$ cat src/rtl/serial_ch_dispatcher_if.sv
// Command/channel bus between the UART decoder side and serial_ch_dispatcher.
// master drives commands and done ticks; slave is the dispatcher.
interface serial_ch_dispatcher_if #(
   parameter int DATA_BIT = 32,
   parameter int CH_NUM   = 4,
   parameter int SEL_BIT  = 4
);
   logic                         i_valid;
   logic [DATA_BIT-1:0]          i_output_pattern;
   logic [DATA_BIT-1:0]          i_freq_pattern;
   logic [SEL_BIT-1:0]           i_sel_out;
   logic                         i_start;
   logic                         i_stop;
   logic                         i_mode;
   logic [CH_NUM-1:0]            i_ch_done_tick;
   logic [CH_NUM-1:0]            o_ch_start;
   logic [CH_NUM-1:0]            o_ch_stop;
   logic [CH_NUM-1:0]            o_ch_mode;
   logic [CH_NUM*DATA_BIT-1:0]   o_ch_output_pattern;
   logic [CH_NUM*DATA_BIT-1:0]   o_ch_freq_pattern;
   logic [CH_NUM-1:0]            o_ch_busy;
   logic                         o_update_done_tick;
   logic                         o_err_tick;

   modport master (
      output i_valid, i_output_pattern, i_freq_pattern, i_sel_out, i_start, i_stop, i_mode,
             i_ch_done_tick,
      input  o_ch_start, o_ch_stop, o_ch_mode, o_ch_output_pattern, o_ch_freq_pattern,
             o_ch_busy, o_update_done_tick, o_err_tick
   );
   modport slave (
      input  i_valid, i_output_pattern, i_freq_pattern, i_sel_out, i_start, i_stop, i_mode,
             i_ch_done_tick,
      output o_ch_start, o_ch_stop, o_ch_mode, o_ch_output_pattern, o_ch_freq_pattern,
             o_ch_busy, o_update_done_tick, o_err_tick
   );
endinterface

$ cat src/rtl/serial_ch_dispatcher.sv
// Routes decoded commands to CH_NUM serial_out channels, with a one-deep pending slot per channel.
// Optional SERIAL_SYNC_START_EN: sel = all-ones broadcasts the command to every channel.
module serial_ch_dispatcher #(
   parameter int DATA_BIT = 32,
   parameter int CH_NUM   = 4,
   parameter int SEL_BIT  = 4
) (
   input  logic                  clk,
   input  logic                  rst_n,
   serial_ch_dispatcher_if.slave bus
);
   logic [SEL_BIT-1:0] sel;
   logic               bcast, in_range;
   logic [CH_NUM-1:0]  hit, drop;
   logic               upd_q, upd_d, err_q, err_d;

   assign sel = bus.i_sel_out;
`ifdef SERIAL_SYNC_START_EN
   assign bcast = (sel == {SEL_BIT{1'b1}});
`else
   assign bcast = 1'b0;
`endif
   assign in_range = (int'(sel) < CH_NUM) || bcast;

   for (genvar n = 0; n < CH_NUM; n++) begin : g_ch
      typedef enum logic {IDLE, RUN} st_e;
      st_e                 st_q, st_d;
      logic                start_q, stop_q, mode_q, busy_c, done, drop_c;
      logic [DATA_BIT-1:0] out_q, freq_q, pout_q, pfreq_q;
      logic                pmode_q, pend_q;
      logic                ld_cmd, ld_pend, st_pend, clr_pend, set_stop, upd_mode;

      assign hit[n] = bus.i_valid && ((int'(sel) == n) || bcast);
      assign done   = bus.i_ch_done_tick[n] && (st_q == RUN);

      always_ff @(posedge clk or negedge rst_n) begin
         if (!rst_n) st_q <= IDLE;
         else        st_q <= st_d;
      end

      // Done tick is resolved first; a command hitting the same cycle may override it.
      always_comb begin
         st_d     = st_q;
         ld_cmd   = 1'b0;
         ld_pend  = 1'b0;
         st_pend  = 1'b0;
         clr_pend = 1'b0;
         set_stop = 1'b0;
         upd_mode = 1'b0;
         drop_c   = 1'b0;
         if (done) begin
            if (pend_q)       begin ld_pend = 1'b1; clr_pend = 1'b1; end
            else if (!mode_q) st_d = IDLE;
         end
         if (hit[n]) begin
            if (bus.i_stop) begin
               st_d     = IDLE;
               set_stop = 1'b1;
               clr_pend = 1'b1;
               ld_pend  = 1'b0;
            end else if (bus.i_start) begin
               if (st_q == IDLE || (done && !pend_q && !mode_q)) begin
                  ld_cmd = 1'b1;
                  st_d   = RUN;
               end else if (!pend_q) st_pend = 1'b1;
               else                  drop_c  = 1'b1;
            end else upd_mode = 1'b1;
         end
      end

      always_comb begin
         busy_c = (st_q == RUN);
      end

      always_ff @(posedge clk or negedge rst_n) begin
         if (!rst_n) begin
            start_q <= 1'b0;
            stop_q  <= 1'b0;
            mode_q  <= 1'b0;
            out_q   <= '0;
            freq_q  <= '0;
            pend_q  <= 1'b0;
            pout_q  <= '0;
            pfreq_q <= '0;
            pmode_q <= 1'b0;
         end else begin
            start_q <= ld_cmd | ld_pend;
            if (ld_cmd) begin
               out_q  <= bus.i_output_pattern;
               freq_q <= bus.i_freq_pattern;
               mode_q <= bus.i_mode;
            end else if (ld_pend) begin
               out_q  <= pout_q;
               freq_q <= pfreq_q;
               mode_q <= pmode_q;
            end else if (upd_mode) begin
               mode_q <= bus.i_mode;
            end
            if (set_stop)    stop_q <= 1'b1;
            else if (ld_cmd) stop_q <= 1'b0;
            if (clr_pend) pend_q <= 1'b0;
            if (st_pend) begin
               pend_q  <= 1'b1;
               pout_q  <= bus.i_output_pattern;
               pfreq_q <= bus.i_freq_pattern;
               pmode_q <= bus.i_mode;
            end
         end
      end

      assign drop[n]                                           = drop_c;
      assign bus.o_ch_start[n]                                 = start_q;
      assign bus.o_ch_stop[n]                                  = stop_q;
      assign bus.o_ch_mode[n]                                  = mode_q;
      assign bus.o_ch_busy[n]                                  = busy_c;
      assign bus.o_ch_output_pattern[n*DATA_BIT +: DATA_BIT]   = out_q;
      assign bus.o_ch_freq_pattern[n*DATA_BIT +: DATA_BIT]     = freq_q;
   end

   // A partially dropped broadcast acknowledges the loaded channels and flags the rest.
   assign upd_d = in_range && |(hit & ~drop);
   assign err_d = (bus.i_valid && !in_range) || |drop;

   always_ff @(posedge clk or negedge rst_n) begin
      if (!rst_n) begin
         upd_q <= 1'b0;
         err_q <= 1'b0;
      end else begin
         upd_q <= upd_d;
         err_q <= err_d;
      end
   end

   assign bus.o_update_done_tick = upd_q;
   assign bus.o_err_tick         = err_q;
endmodule

$ cat src/flat_wrapper.sv
// flat-port wrapper written by rule: the top's interface ports become plain ports
module serial_ch_dispatcher_flat 
#(
   parameter int DATA_BIT = 32,
   parameter int CH_NUM   = 4,
   parameter int SEL_BIT  = 4
)
  (clk, rst_n, bus_i_valid, bus_i_output_pattern, bus_i_freq_pattern, bus_i_sel_out, bus_i_start, bus_i_stop, bus_i_mode, bus_i_ch_done_tick, bus_o_ch_start, bus_o_ch_stop, bus_o_ch_mode, bus_o_ch_output_pattern, bus_o_ch_freq_pattern, bus_o_ch_busy, bus_o_update_done_tick, bus_o_err_tick);
  serial_ch_dispatcher_if #(.DATA_BIT(DATA_BIT), .CH_NUM(CH_NUM), .SEL_BIT(SEL_BIT)) bus_i ();
  input  logic clk;
  input  logic rst_n;
  input wire logic [$bits(bus_i.i_valid)-1:0] bus_i_valid;
  input wire logic [$bits(bus_i.i_output_pattern)-1:0] bus_i_output_pattern;
  input wire logic [$bits(bus_i.i_freq_pattern)-1:0] bus_i_freq_pattern;
  input wire logic [$bits(bus_i.i_sel_out)-1:0] bus_i_sel_out;
  input wire logic [$bits(bus_i.i_start)-1:0] bus_i_start;
  input wire logic [$bits(bus_i.i_stop)-1:0] bus_i_stop;
  input wire logic [$bits(bus_i.i_mode)-1:0] bus_i_mode;
  input wire logic [$bits(bus_i.i_ch_done_tick)-1:0] bus_i_ch_done_tick;
  output wire logic [$bits(bus_i.o_ch_start)-1:0] bus_o_ch_start;
  output wire logic [$bits(bus_i.o_ch_stop)-1:0] bus_o_ch_stop;
  output wire logic [$bits(bus_i.o_ch_mode)-1:0] bus_o_ch_mode;
  output wire logic [$bits(bus_i.o_ch_output_pattern)-1:0] bus_o_ch_output_pattern;
  output wire logic [$bits(bus_i.o_ch_freq_pattern)-1:0] bus_o_ch_freq_pattern;
  output wire logic [$bits(bus_i.o_ch_busy)-1:0] bus_o_ch_busy;
  output wire logic [$bits(bus_i.o_update_done_tick)-1:0] bus_o_update_done_tick;
  output wire logic [$bits(bus_i.o_err_tick)-1:0] bus_o_err_tick;
  assign bus_i.i_valid = bus_i_valid;
  assign bus_i.i_output_pattern = bus_i_output_pattern;
  assign bus_i.i_freq_pattern = bus_i_freq_pattern;
  assign bus_i.i_sel_out = bus_i_sel_out;
  assign bus_i.i_start = bus_i_start;
  assign bus_i.i_stop = bus_i_stop;
  assign bus_i.i_mode = bus_i_mode;
  assign bus_i.i_ch_done_tick = bus_i_ch_done_tick;
  assign bus_o_ch_start = bus_i.o_ch_start;
  assign bus_o_ch_stop = bus_i.o_ch_stop;
  assign bus_o_ch_mode = bus_i.o_ch_mode;
  assign bus_o_ch_output_pattern = bus_i.o_ch_output_pattern;
  assign bus_o_ch_freq_pattern = bus_i.o_ch_freq_pattern;
  assign bus_o_ch_busy = bus_i.o_ch_busy;
  assign bus_o_update_done_tick = bus_i.o_update_done_tick;
  assign bus_o_err_tick = bus_i.o_err_tick;
  serial_ch_dispatcher #(.DATA_BIT(DATA_BIT), .CH_NUM(CH_NUM), .SEL_BIT(SEL_BIT)) u_core (.clk(clk), .rst_n(rst_n), .bus(bus_i));
endmodule
$ cat config.mk
export PLATFORM = sky130hd
export DESIGN_NAME = serial_ch_dispatcher_flat
export DESIGN_NICKNAME = d
export VERILOG_FILES = /design/src/rtl/serial_ch_dispatcher_if.sv /design/src/rtl/serial_ch_dispatcher.sv /design/src/flat_wrapper.sv
export SDC_FILE = /design/constraint.sdc
export NUM_CORES = 1
export LEC_CHECK = 0
export ABC_AREA = 1
export BUFFER_PORTS_ARGS = -buffer_cell sky130_fd_sc_hd__buf_2
export CAP_MARGIN = 15
export CORE_MARGIN = 2
export CORE_UTILIZATION = 57
export CTS_CLUSTER_DIAMETER = 30
export DETAILED_ROUTE_END_ITERATION = 16
export PLACE_DENSITY = 0.79
export SLEW_MARGIN = 30
export SYNTH_ARGS = -nofsm -noshare
export SYNTH_HDL_FRONTEND = slang
export SYNTH_SLANG_ARGS = --single-unit
export TNS_END_PERCENT = 5
$ cat constraint.sdc
create_clock -name clk -period 1.8 [get_ports clk]
set_clock_uncertainty 0.15 [all_clocks]
set_input_delay 0 -clock clk [delete_from_list [all_inputs] [get_ports clk]]
set_output_delay 0 -clock clk [all_outputs]
set_load 0.05 [all_outputs]
Word-level counts from Yosys, hierarchy flattened
Index checks and enable logic that the tools add are counted.
- bits in registers: 538
- input port bits: 78
- output and inout port bits: 274
- logic and storage cells: 266
- order comparisons: 1
- equality and inequality tests: 3
- multiplexer cells: 159
- bitwise operators: 10
- reductions and logical operators: 51
- operator list (kind ; count):
    $mux W32 ; 16
    $mux W1 ; 143
    $reduce_bool A2 Y1 ; 12
    $logic_and A1 B1 Y1 ; 18
    $reduce_bool A3 Y1 ; 4
    $logic_not A1 Y1 ; 9
    $eq A4 B3 Y1 const B ; 2
    $reduce_or A4 Y1 ; 2
    $logic_or A1 B1 Y1 ; 5
    $and A4 B4 Y4 ; 1
    $eq A4 B2 Y1 const B ; 1
    $logic_not A4 Y1 ; 1
    $lt A4 B3 Y1 const B ; 1
    $not A1 Y1 ; 4
    $not A4 Y4 ; 1
    $or A1 B1 Y1 ; 4

Longest topological paths before layout
- depth after elaboration: 12
- gate-level depth with buffers: 10
- gate-level depth less buffers: 8

Worst setup path after synthesis
OpenSTA, ideal clock, no wires.
- path kind: reg2reg
- start: register u_core.g_ch[3].st_q
- end: register u_core.g_ch[3].pfreq_q[17]
- setup time: 133 ps
- arrival: 1263 ps
- data required time: 1517 ps
- setup slack: 254 ps
- cell stages (with the launch flop): 10
- path buffers: 2
- period minus slack after synthesis: 1546 ps
- path through: dfrtp_1 nand2_1 inv_1 nand2_1 nand2_1 nand3b_2 buf_6 buf_6 nand2_1 o21ai_0
- word-level cells in the longest chain between the ends: 8
- elaborated cells between the ends (all ways): 9
- those cells by class: 4 x mux; 1 x bitwise; 4 x reduce/logical
- ends and longest elaborated chain (item ; line ; RTL):
    start: declaration ; serial_ch_dispatcher.sv:27 ; st_e st_q, st_d;
    start signal: assignment ; serial_ch_dispatcher.sv:38 ; else st_q <= st_d;
    $logic_and A1 B1 Y1 ; serial_ch_dispatcher.sv:34 ; assign done = bus.i_ch_done_tick[n] && (st_q == RUN);
    $logic_and A1 B1 Y1 (2 in series) ; serial_ch_dispatcher.sv:62 ; if (st_q == IDLE || (done && !pend_q && !mode_q)) begin
    $logic_or A1 B1 Y1 (*) ; serial_ch_dispatcher.sv:62 ;
    $mux W1 (*) ; serial_ch_dispatcher.sv:62 ;
    $mux W1 (*) ; serial_ch_dispatcher.sv:61 ; end else if (bus.i_start) begin
    $mux W1 (*) ; serial_ch_dispatcher.sv:56 ; if (bus.i_stop) begin
    $mux W1 (*) ; serial_ch_dispatcher.sv:55 ; if (hit[n]) begin
    end signal: assignment ; serial_ch_dispatcher.sv:105 ; pfreq_q <= bus.i_freq_pattern;
    end: declaration ; serial_ch_dispatcher.sv:29 ; logic [DATA_BIT-1:0] out_q, freq_q, pout_q, pfreq_q;
Every way passes the cells marked *; elsewhere a longest branch is shown, timed or not.
A chain may end at the register's enable or synchronous reset.

Worst setup path in the final report
- start: register u_core.g_ch[1].st_q
- end: register u_core.g_ch[1].freq_q[8]
- word-level cells in the longest chain between the ends: 9
- elaborated cells between the ends (all ways): 14
- those cells by class: 8 x mux; 1 x bitwise; 5 x reduce/logical
- ends and longest elaborated chain (item ; line ; RTL):
    start: declaration ; serial_ch_dispatcher.sv:27 ;
    start signal: assignment ; serial_ch_dispatcher.sv:38 ;
    $logic_and A1 B1 Y1 ; serial_ch_dispatcher.sv:34 ;
    $logic_and A1 B1 Y1 (2 in series) ; serial_ch_dispatcher.sv:62 ;
    $logic_or A1 B1 Y1 ; serial_ch_dispatcher.sv:62 ;
    $mux W1 ; serial_ch_dispatcher.sv:62 ;
    $mux W1 ; serial_ch_dispatcher.sv:61 ;
    $mux W1 ; serial_ch_dispatcher.sv:56 ;
    $mux W1 ; serial_ch_dispatcher.sv:55 ;
    $mux W32 / $reduce_bool A2 Y1 (equally long branches) ; -- ;
    end signal: assignment ; serial_ch_dispatcher.sv:90 ; freq_q <= bus.i_freq_pattern;
    end signal: assignment ; serial_ch_dispatcher.sv:94 ; freq_q <= pfreq_q;
    end: declaration ; serial_ch_dispatcher.sv:29 ;
Several ways; a longest one is shown, not always the timed one.

==> metrics <==
Vias approximately 21,000; total congestion overflow 0; die area 0.04165 sq mm; CP Launch Type flop; post-synthesis sequential area ratio 0.5900; num rows 73; CTS tree yes; die height 204.1 microns; vias in the first global route between 20,000 and 25,000; Yosys top cell area share 0.5900; Routability Congestion roughly 0.9; H-tree levels 3; DR DRC count 0; Area Growth Syn to Fin 29.26%; most used cell, CP nand2_1; Reg clk slew, reported paths ~0.05 ns; GRT Overall Usage 0.3593; Synth Register Bits approximately 540; largest net degree at the start of global routing 95; final hold violation count 0; type of the worst min-delay path in2reg; worst vdd ir 1051 uV; fmax approximately 0.56 GHz; Reg power frac 0.351; die width slightly above 200 microns; Worst Path Arrival 2.17 ns; non-filler cells, final about 3,500; final wirelength between 70 and 80 mm; fin nets roughly 3,000; synth warn 0; P_leak about 15 nW; RSZ-0062 raised after global routing yes; Vias/cell around 6; hold slack around 0.076 ns; total power ~41 mW; Cell Area, Synth about 0.023 sq mm; register-to-register setup slack between 0.02 and 0.03 ns; Post-DP HPWL 44.91 mm; Clock power frac 0.449; io pins about 350; synth top area cells dfrtp_1 (59%), nand2_1 (13%), nand3_1 (12%); CTS Buf Count 100; CP Capture Type flop; post-DR wirelength/cell roughly 22 microns; Critical-path top delay cell dfrtp_1; internal power ~27 mW; Min Clock Period, post-route about 1.8 ns; Sw Ratio 0.3406; combinational share of power 0.200; Critical Path, Cell by Cell nand2_1 -> inv_1 -> nand2_1 -> nand2_1 -> nand3_4 -> inv_4 -> buf_12 -> nand2_1 -> nand3_1; clk sinks 538; CORE AREA 0.03964 sq mm; final setup fails 0; worst-margin pin slew around 0.77 ns; Psw 14.09 mW; critical path's largest stage delay roughly 0.40 ns; placed insts between 3,000 and 4,000; syn avg cell area between 9 and 10 sq um; family with the most delay on the worst path simple AND/OR/NAND/NOR gates; drt first-iter violations approximately 2,600; outcome completed; setup ws final ~0.028 ns; post-synth cell types 31; fin crit share 0.9842; initial antenna violation count 0; Slew HR 0.4861; Cells after Synth approximately 2,500; deepest clock path buffer count 3; CP Class reg2reg; crit path max fanout 28; Max Cap Violations 0; first-pass GRT wire length 116.0 mm; Starting Density 0.5757; drt first pass iters 6; Syn Nets approximately 2,600; Final Slew Violations 0; DP Worst Slack -0.01576 ns; layout cell share with drive strength beyond 1 0.2376; clock root buffer clkbuf_16; Port Buf Inserts 351; Worst Path Buf+Inv 3; largest area contributor in the netlist dfrtp_1; post-route ant nets 0; Clk Latency, worst-skew pair between 0.6 and 0.7 ns; worst endpoint required time about 2.2 ns; Power Density around 1400 mW/mm^2
## layout by cell type (no fill, tap or decap), drive strengths merged, types with 9 or more instances in the layout
cell type    instances
nand2              821
dfrtp              538
nand3              532
buf                423
o21ai              266
clkbuf             122
inv                112
dlygate4sd3         83
clkinv              25
nor2                24
clkinvlp            14
nand4               11
bufinv               9
## area by class of cell
type                    count  area [sq um]
clock inverters            66         750.7
multi-input cells        1666          7836
well taps                 525         656.9
fillers                  2573         10140
clock buffers             118          2620
flip-flops and latches    538         13460
inverters                  94         357.8
repair buffers            510          3809
diodes                      1         2.502
## cell usage after synthesis, drive strengths merged
library cell	n
inv	94
nand3b	2
o21a	1
o31ai	4
nand4	11
o21ai	266
buf	118
o22ai	4
clkbuf	58
nand2	821
nor3	1
nor2	24
dfrtp	538
nand3	532
## power by group through the flow
stage	registers [mW]	logic (mW)	clock network [mW]
2_1_floorplan	18.1	2.05	0
3_3_place_gp	14.6	7.92	0
3_5_place_dp	14.6	8.04	0
4_1_cts	14.4	8.25	18.6
5_1_grt	14.6	8.72	19.3
6_report	14.5	8.28	18.6
## final timing paths
kind | from | endpoint | cells after the start
min in group asynchronous | rst_n | u_core.g_ch[3].stop_q$_DFFE_PN0P_ | 4
max in group asynchronous | rst_n | u_core.g_ch[3].pout_q[13]$_DFFE_PN0P_ | 5
worst max register to register | u_core.g_ch[1].busy_c$_DFF_PN0_ | u_core.g_ch[1].freq_q[8]$_DFFE_PN0P_ | 9
worst min-delay path | bus_i_freq_pattern[22] | u_core.g_ch[0].freq_q[22]$_DFFE_PN0P_ | 4
worst max-delay path | u_core.g_ch[1].busy_c$_DFF_PN0_ | u_core.g_ch[1].freq_q[8]$_DFFE_PN0P_ | 9
worst min register to register | u_core.g_ch[2].pfreq_q[15]$_DFFE_PN0P_ | u_core.g_ch[2].pfreq_q[15]$_DFFE_PN0P_ | 2
## registers in the layout, indices dropped and copies added (netlist names)
name / flops
u_core.g_ch.pfreq_q: 128
u_core.g_ch.busy_c: 4
u_core.g_ch.pend_q: 4
u_core.g_ch.mode_q: 4
u_core.g_ch.out_q: 128
u_core.g_ch.stop_q: 4
u_core.g_ch.pout_q: 128
u_core.g_ch.start_q: 4
u_core.g_ch.freq_q: 128
u_core.bus.o_update_done_tick: 1
u_core.bus.o_err_tick: 1
u_core.g_ch.pmode_q: 4
## through the flow
| step | area [sq um] | util | setup TNS (ns) |
|---|---|---|---|
| after CTS | 29270 | 0.7383 | 0 |
| after global placement | 25060 | 0.6323 | 0 |
| after global routing | 29490 | 0.7440 | -1.904 |
| final | 29500 | 0.7441 | 0 |
| after detailed placement | 25060 | 0.6323 | -0.07513 |
| after floorplan | 22820 | - | 0 |
## what timing repair did
action | CTS | global route
cloned | 0 | 5
endpoints found under the hold margin | 1075 | 21
buffers inserted | 0 | 2
resized for setup | 1 | 16
hold buffers | 83 | 1
setup endpoints to repair | 28 | 218
## cell families after synthesis
| kind of cell | share of synthesized area |
|---|---|
| AOI/OAI and AO/OA | 0.07260 |
| buffers and inverters | 0.06887 |
| and+or+nand+nor | 0.2686 |
| DFF | 0.5900 |
## routing by layer
layer,share of wire,track usage,vias up
li1,-,-,9077
met1,0.37,0.4591,10240
met2,0.47,0.5631,1471
met3,0.10,0.08386,278
met4,0.055,0.2125,0
met5,0,0,-
## worst min-delay path: cells and delay by family
family	cells	cell delay, ns
and+or+nand+nor	2	0.14
buffers and inverters	2	0.67
Power figures use the tool's default switching activity.
